<file path="config.mk">
export PLATFORM = sky130hd
export DESIGN_NAME = button_edge_catcher
export DESIGN_NICKNAME = d
export VERILOG_FILES = /design/src/rtl/button_edge_catcher.sv
export SDC_FILE = /design/constraint.sdc
export NUM_CORES = 1
export LEC_CHECK = 0
export ABC_AREA = 1
export CAP_MARGIN = 20
export CORE_UTILIZATION = 35
export CTS_CLUSTER_DIAMETER = 60
export DETAILED_ROUTE_END_ITERATION = 8
export PLACE_DENSITY = 0.57
export SLEW_MARGIN = 20
export SYNTH_ARGS = -nofsm -noshare
export SYNTH_HDL_FRONTEND = slang
export SYNTH_SLANG_ARGS = --single-unit
</file>
<file path="constraint.sdc">
create_clock -name clk -period 1.3 [get_ports clk]
set_input_delay 0.13 -clock clk [delete_from_list [all_inputs] [get_ports clk]]
set_output_delay 0.13 -clock clk [all_outputs]
set_load 0.005 [all_outputs]
</file>
<file path="src/rtl/button_edge_catcher.sv">
// Multi-channel button conditioner: two-flop synchronizer, per-channel debounce
// counter, mode-selected one-clock edge pulse and sticky event flag.
module button_edge_catcher #(
    parameter int N         = 4,
    parameter int DB_CYCLES = 8,
    parameter int CW        = $clog2(DB_CYCLES + 1)
) (
    input  logic         clk,
    input  logic         rst,
    input  logic [N-1:0] myin,
    input  logic [1:0]   mode,
    input  logic [N-1:0] clr,
    output logic [N-1:0] myout,
    output logic [N-1:0] flag,
    output logic [N-1:0] level
);

    localparam logic [CW-1:0] LAST = CW'(DB_CYCLES - 1);

    logic [N-1:0]  s1;
    logic [N-1:0]  s2;
    logic [CW-1:0] cnt [N];
    logic [N-1:0]  qual;

    // s2 is the level about to be accepted: mode[0] admits rises, mode[1] falls.
    always_comb begin
        qual = (s2 & {N{mode[0]}}) | (~s2 & {N{mode[1]}});
    end

    always_ff @(posedge clk or posedge rst) begin
        if (rst) begin
            s1    <= '0;
            s2    <= '0;
            level <= '0;
            myout <= '0;
            flag  <= '0;
            for (int unsigned i = 0; i < N; i++) begin
                cnt[i] <= '0;
            end
        end else begin
            s1 <= myin;
            s2 <= s1;
            for (int unsigned i = 0; i < N; i++) begin
                myout[i] <= 1'b0;
                // A pulse registered last edge sets the flag even if clr is high now.
                flag[i]  <= myout[i] | (flag[i] & ~clr[i]);
                if (s2[i] != level[i]) begin
                    if (cnt[i] == LAST) begin
                        level[i] <= s2[i];
                        cnt[i]   <= '0;
                        myout[i] <= qual[i];
                    end else begin
                        cnt[i] <= cnt[i] + 1'b1;
                    end
                end else begin
                    cnt[i] <= '0;
                end
            end
        end
    end

endmodule

</file>
# Word level (Yosys, flattened, before mapping)
# Index checks and enable logic that the tools add are counted.
[op_classes] add_sub_neg=4 eq_ne=8 n_mux=16 n_bitwise=16 reduce_logical=4
[op_table] cell="2-to-1 mux 4 bit" n=8
[op_table] cell="adder 4 x 1 -> 4 bit, second input constant" n=4
[op_table] cell="equality test 4 x 3 -> 1 bit, second input constant" n=4
[op_table] cell="AND 4 bit" n=2
[op_table] cell="2-to-1 mux 1 bit" n=8
[op_table] cell="AND reduction 2 bit" n=4
[op_table] cell="AND 1 bit" n=4
[op_table] cell="inequality test 1 bit" n=4
[op_table] cell="NOT 1 bit" n=4
[op_table] cell="NOT 4 bit" n=1
[op_table] cell="bitwise OR 1 bit" n=4
[op_table] cell="bitwise OR 4 bit" n=1
[word_totals] reg_bits=36 input_bits=12 out_inout_bits=12 wordCells=60

# Logic depth before layout (Yosys ltp)
[logic_depth] ltp_word=5 ltp_mapped=5

# Worst setup path after synthesis
# OpenSTA, ideal clock, no wires.
[synth_timing] kind="flip-flop to flip-flop" startpoint="register cnt[12] (netlist bit)" endpoint="register cnt[15] (netlist bit)" setup_ns=0.071 arrival_ns=0.897 t_required_ns=1.229 path_slack_ns=0.331 path_stages_with_launch=5 path_buffers=0 path_cell_list="dfrtp_1 -> ha_1 -> nand3_1 -> nand2_1 -> nor2_1"
[synth_via] elab_chain_len=3 elab_cells_between_ends=4
[synth_lines] element="from (decl)" line="22" text="logic [CW-1:0] cnt [N];"
[synth_lines] element="from (signal, indexed assignment)" line="53" text="cnt[i] <= cnt[i] + 1'b1;"
[synth_lines] element="adder 4 x 1 -> 4 bit or equality test 4 x 3 -> 1 bit (tied branches)" line="53, 48"
[synth_lines] element="2-to-1 mux 4 bit (*)" line="48" text="if (cnt[i] == LAST) begin"
[synth_lines] element="2-to-1 mux 4 bit (*)" line="47" text="if (s2[i] != level[i]) begin"
# Every way passes the cells marked *; elsewhere a longest branch is shown, timed or not.
# A chain may end at the register's enable or synchronous reset.

# Final worst setup path
[layout_timing] startpoint="register flag[2]" endpoint="output port flag[2]"
[layout_rtl] element="from (decl)" line="14" text="output logic [N-1:0] flag,"
[layout_rtl] element="from (signal, indexed assignment)" line="46" text="flag[i] <= myout[i] | (flag[i] & ~clr[i]);"
# No word-level cell between the ends.

==> flow_summary.toml <==
[worst_setup_path]
crit_path_max_fanout = 2
cp.required_ns = 1.17
critPathSlowestCell = "clkdlybuf4s50_1"
setup.worst_path.start = "flag[2]"
arrival_ns = 1.13
crit_path_end_kind = "output pin"
path_buf_inv = 1
slowest_delay_ns = 0.49
worst_path_dominant_cell_family = "buffers and inverters"
r2r-start = "cnt[12]"
path_class = "flip-flop to output pin"
start_kind = "flip-flop"
cp_cell_sequence = "clkdlybuf4s50_1"

[floorplan]
core-area_um2 = 3770
die-area_um2 = 4320
core.rowCount = 22
start_util = 0.377
die_y_um = 65.7
ioPinCount = 24
die_w_um = 65.7

[timing]
period_minus_slack_ns = 1.26
drv_slew = 0
hold_viol = 0
fin_crit_sh = 0.966
totalNegativeSetupSlack_ns = 0
fin_skew_ns = 0.00506
slew_headroom = 0.833
tightest_slew_ns = 0.250
rsz0062_at_grt = "no"
setup_viol = 0
fmax_ghz = 0.796
worst_slack_ns = 0.0444

[clock_tree]
clkTransAtPathRegs_ns = 0.07
cts_hold_buffers = 0
clockRootBuffer = "clkbuf_8"
cts_buffers = 5
cts_tree = "built"
cts_buffer_depth = 2
cts_sinks = 36
clock_latency_ns = 0.29
htreeDepth = 2

[hold_path]
hp-class = "input port to async pin"

[grt]
overflow = 0
track_usage = 0.142
grt_max_degree = 37
first_global_vias = 1070
grt_pass1_wl_um = 4440
antenna_found_initial = 0

[layout]
utilization = 0.501
syn_to_final_growth_pct = 33.0
final_common_cell = "dfrtp_1"
fillers = 330
antenna_cells = 0
layout_common_cells = "dfrtp_1 (36), nand2_1 (28), inv_1 (25), nand3_1 (16), nor2_1 (16)"
nNetsFinal = 197
fin_area_um2 = 1890
layoutNonFillerInstCount = 229
drive_above_1_share = 0.0718

[logic_synthesis]
synth_xor_xnor_area_share = 0.0247
yosys_warnings = 0
synth_compound_area_frac = 0.0493
synth_fp_nets = 161
seq_area_frac_synth = 0.634
synth_area_um2 = 1420
avgSynthCellArea_um2 = 9.79
synth_top_family_by_area = "simple AND/OR/NAND/NOR gates"
yosys.area_share.simple = 0.190
muxShareOfSynthArea = 0
synth_fa_ha_area_frac = 0.0352
synth-seq-cells = 36
ys_types = 11
synthCells = 145

[placement]
dpl-instance-area_um2 = 1730
port-buffer-count = 23
gp_congestion = 0.752
hpwl_um = 1640
placedCellCount = 217
post-place-ws_ns = 0.214

[route]
drt_iter0_drc = 54
ant_nets = 0
drt-total-wl_um = 2480
drcViolationCount = 0
wl_per_cell_um = 10.8
avgViaCountPerCell = 4.57
first_pass_iters = 4
vias = 1046

[power_and_ir_drop]
power_density_nw_per_um2 = 1570
ir_drop_mv = 0.825
p_leak_uw = 0.00109

[job]
max_cap_violations = 0

[outcome]
status = "complete, no violations"
cell usage after synthesis, drive strengths merged:
library cell   n  area share
dfrtp         36        0.63
nand2         28       0.074
inv           25       0.066
nand3         16       0.056
nor2          16       0.042
a21oi          4       0.014
ha             4       0.035
nand4          4       0.018
o21ai          4       0.014
o21bai         4       0.021
xnor2          4       0.025
registers in the layout, indices dropped and copies added, names as in the netlist:
register  flops
s1            4
level         4
myout         4
flag          4
cnt          16
s2            4
stage by stage:
stage | hold WS (ns) | power [µW]
finish | 0.184 | 2960
global route | 0.201 | 3200
CTS | 0.190 | 3030
detailed placement | 0.338 | 2100
global placement | 0.335 | 2070
floorplan | 0.161 | 1870
worst register-to-register path, delay by kind of cell (launching register included):
| family | cells | cell delay (ns) |
|---|---|---|
| simple gates | 3 | 0.45 |
| flops | 1 | 0.42 |
| fa+ha+maj | 1 | 0.24 |
cell families (layout without fill, tap and decap cells):
family / count (synthesis) / in the layout
AND/OR/NAND/NOR: 64 / 64
flip-flops: 36 / 36
buffers and inverters: 25 / 61
AO/OA/AOI/OAI: 12 / 12
adder cells (fa/ha/maj): 4 / 4
XOR/XNOR: 4 / 4
worst paths after layout:
| path | to | slack [ns] | cells after the start |
|---|---|---|---|
| max | flag[2] | 0.04 | 1 |
| min | flag[0] | 0.18 | 3 |
| max reg2reg | cnt[15] | 0.12 | 4 |
| min reg2reg | s2[0] | 0.35 | 0 |
| max in group asynchronous | cnt[1] | 0.93 | 3 |
| min in group clk | s1[3] | 0.28 | 1 |
cell type report:
type / instances / area (µm²) / share of cell area
tap: 48 / 60.1 / 0.0318
timing repair buffer: 29 / 312 / 0.165
multi-input combinational: 84 / 425 / 0.225
sequential: 36 / 901 / 0.477
inverter: 25 / 93.8 / 0.0497
clock buffer: 7 / 96.3 / 0.0510
routing by layer:
layer	global-route usage	vias up	share of wire
met5	0	-	0
met4	0.0924	0	0.034
met3	0.0556	10	0.055
met2	0.228	27	0.45
met1	0.155	485	0.47
li1	-	524	-
report_power, final:
| group | switching (µW) | total, µW | internal, µW |
|---|---|---|---|
| combinational | 330 | 656 | 326 |
| sequential | 154 | 1460 | 1310 |
| clock | 371 | 843 | 471 |
| total | 855 | 2960 | 2110 |
what timing repair did:
item | 4_1_cts | 5_1_grt
pin swaps | 0 | 0
setup endpoints to repair | 4 | 11
gates resized for setup | 1 | 10
buffers inserted | 4 | 1
gates cloned | 0 | 0
No activity file was read; power rests on OpenSTA's default activity.
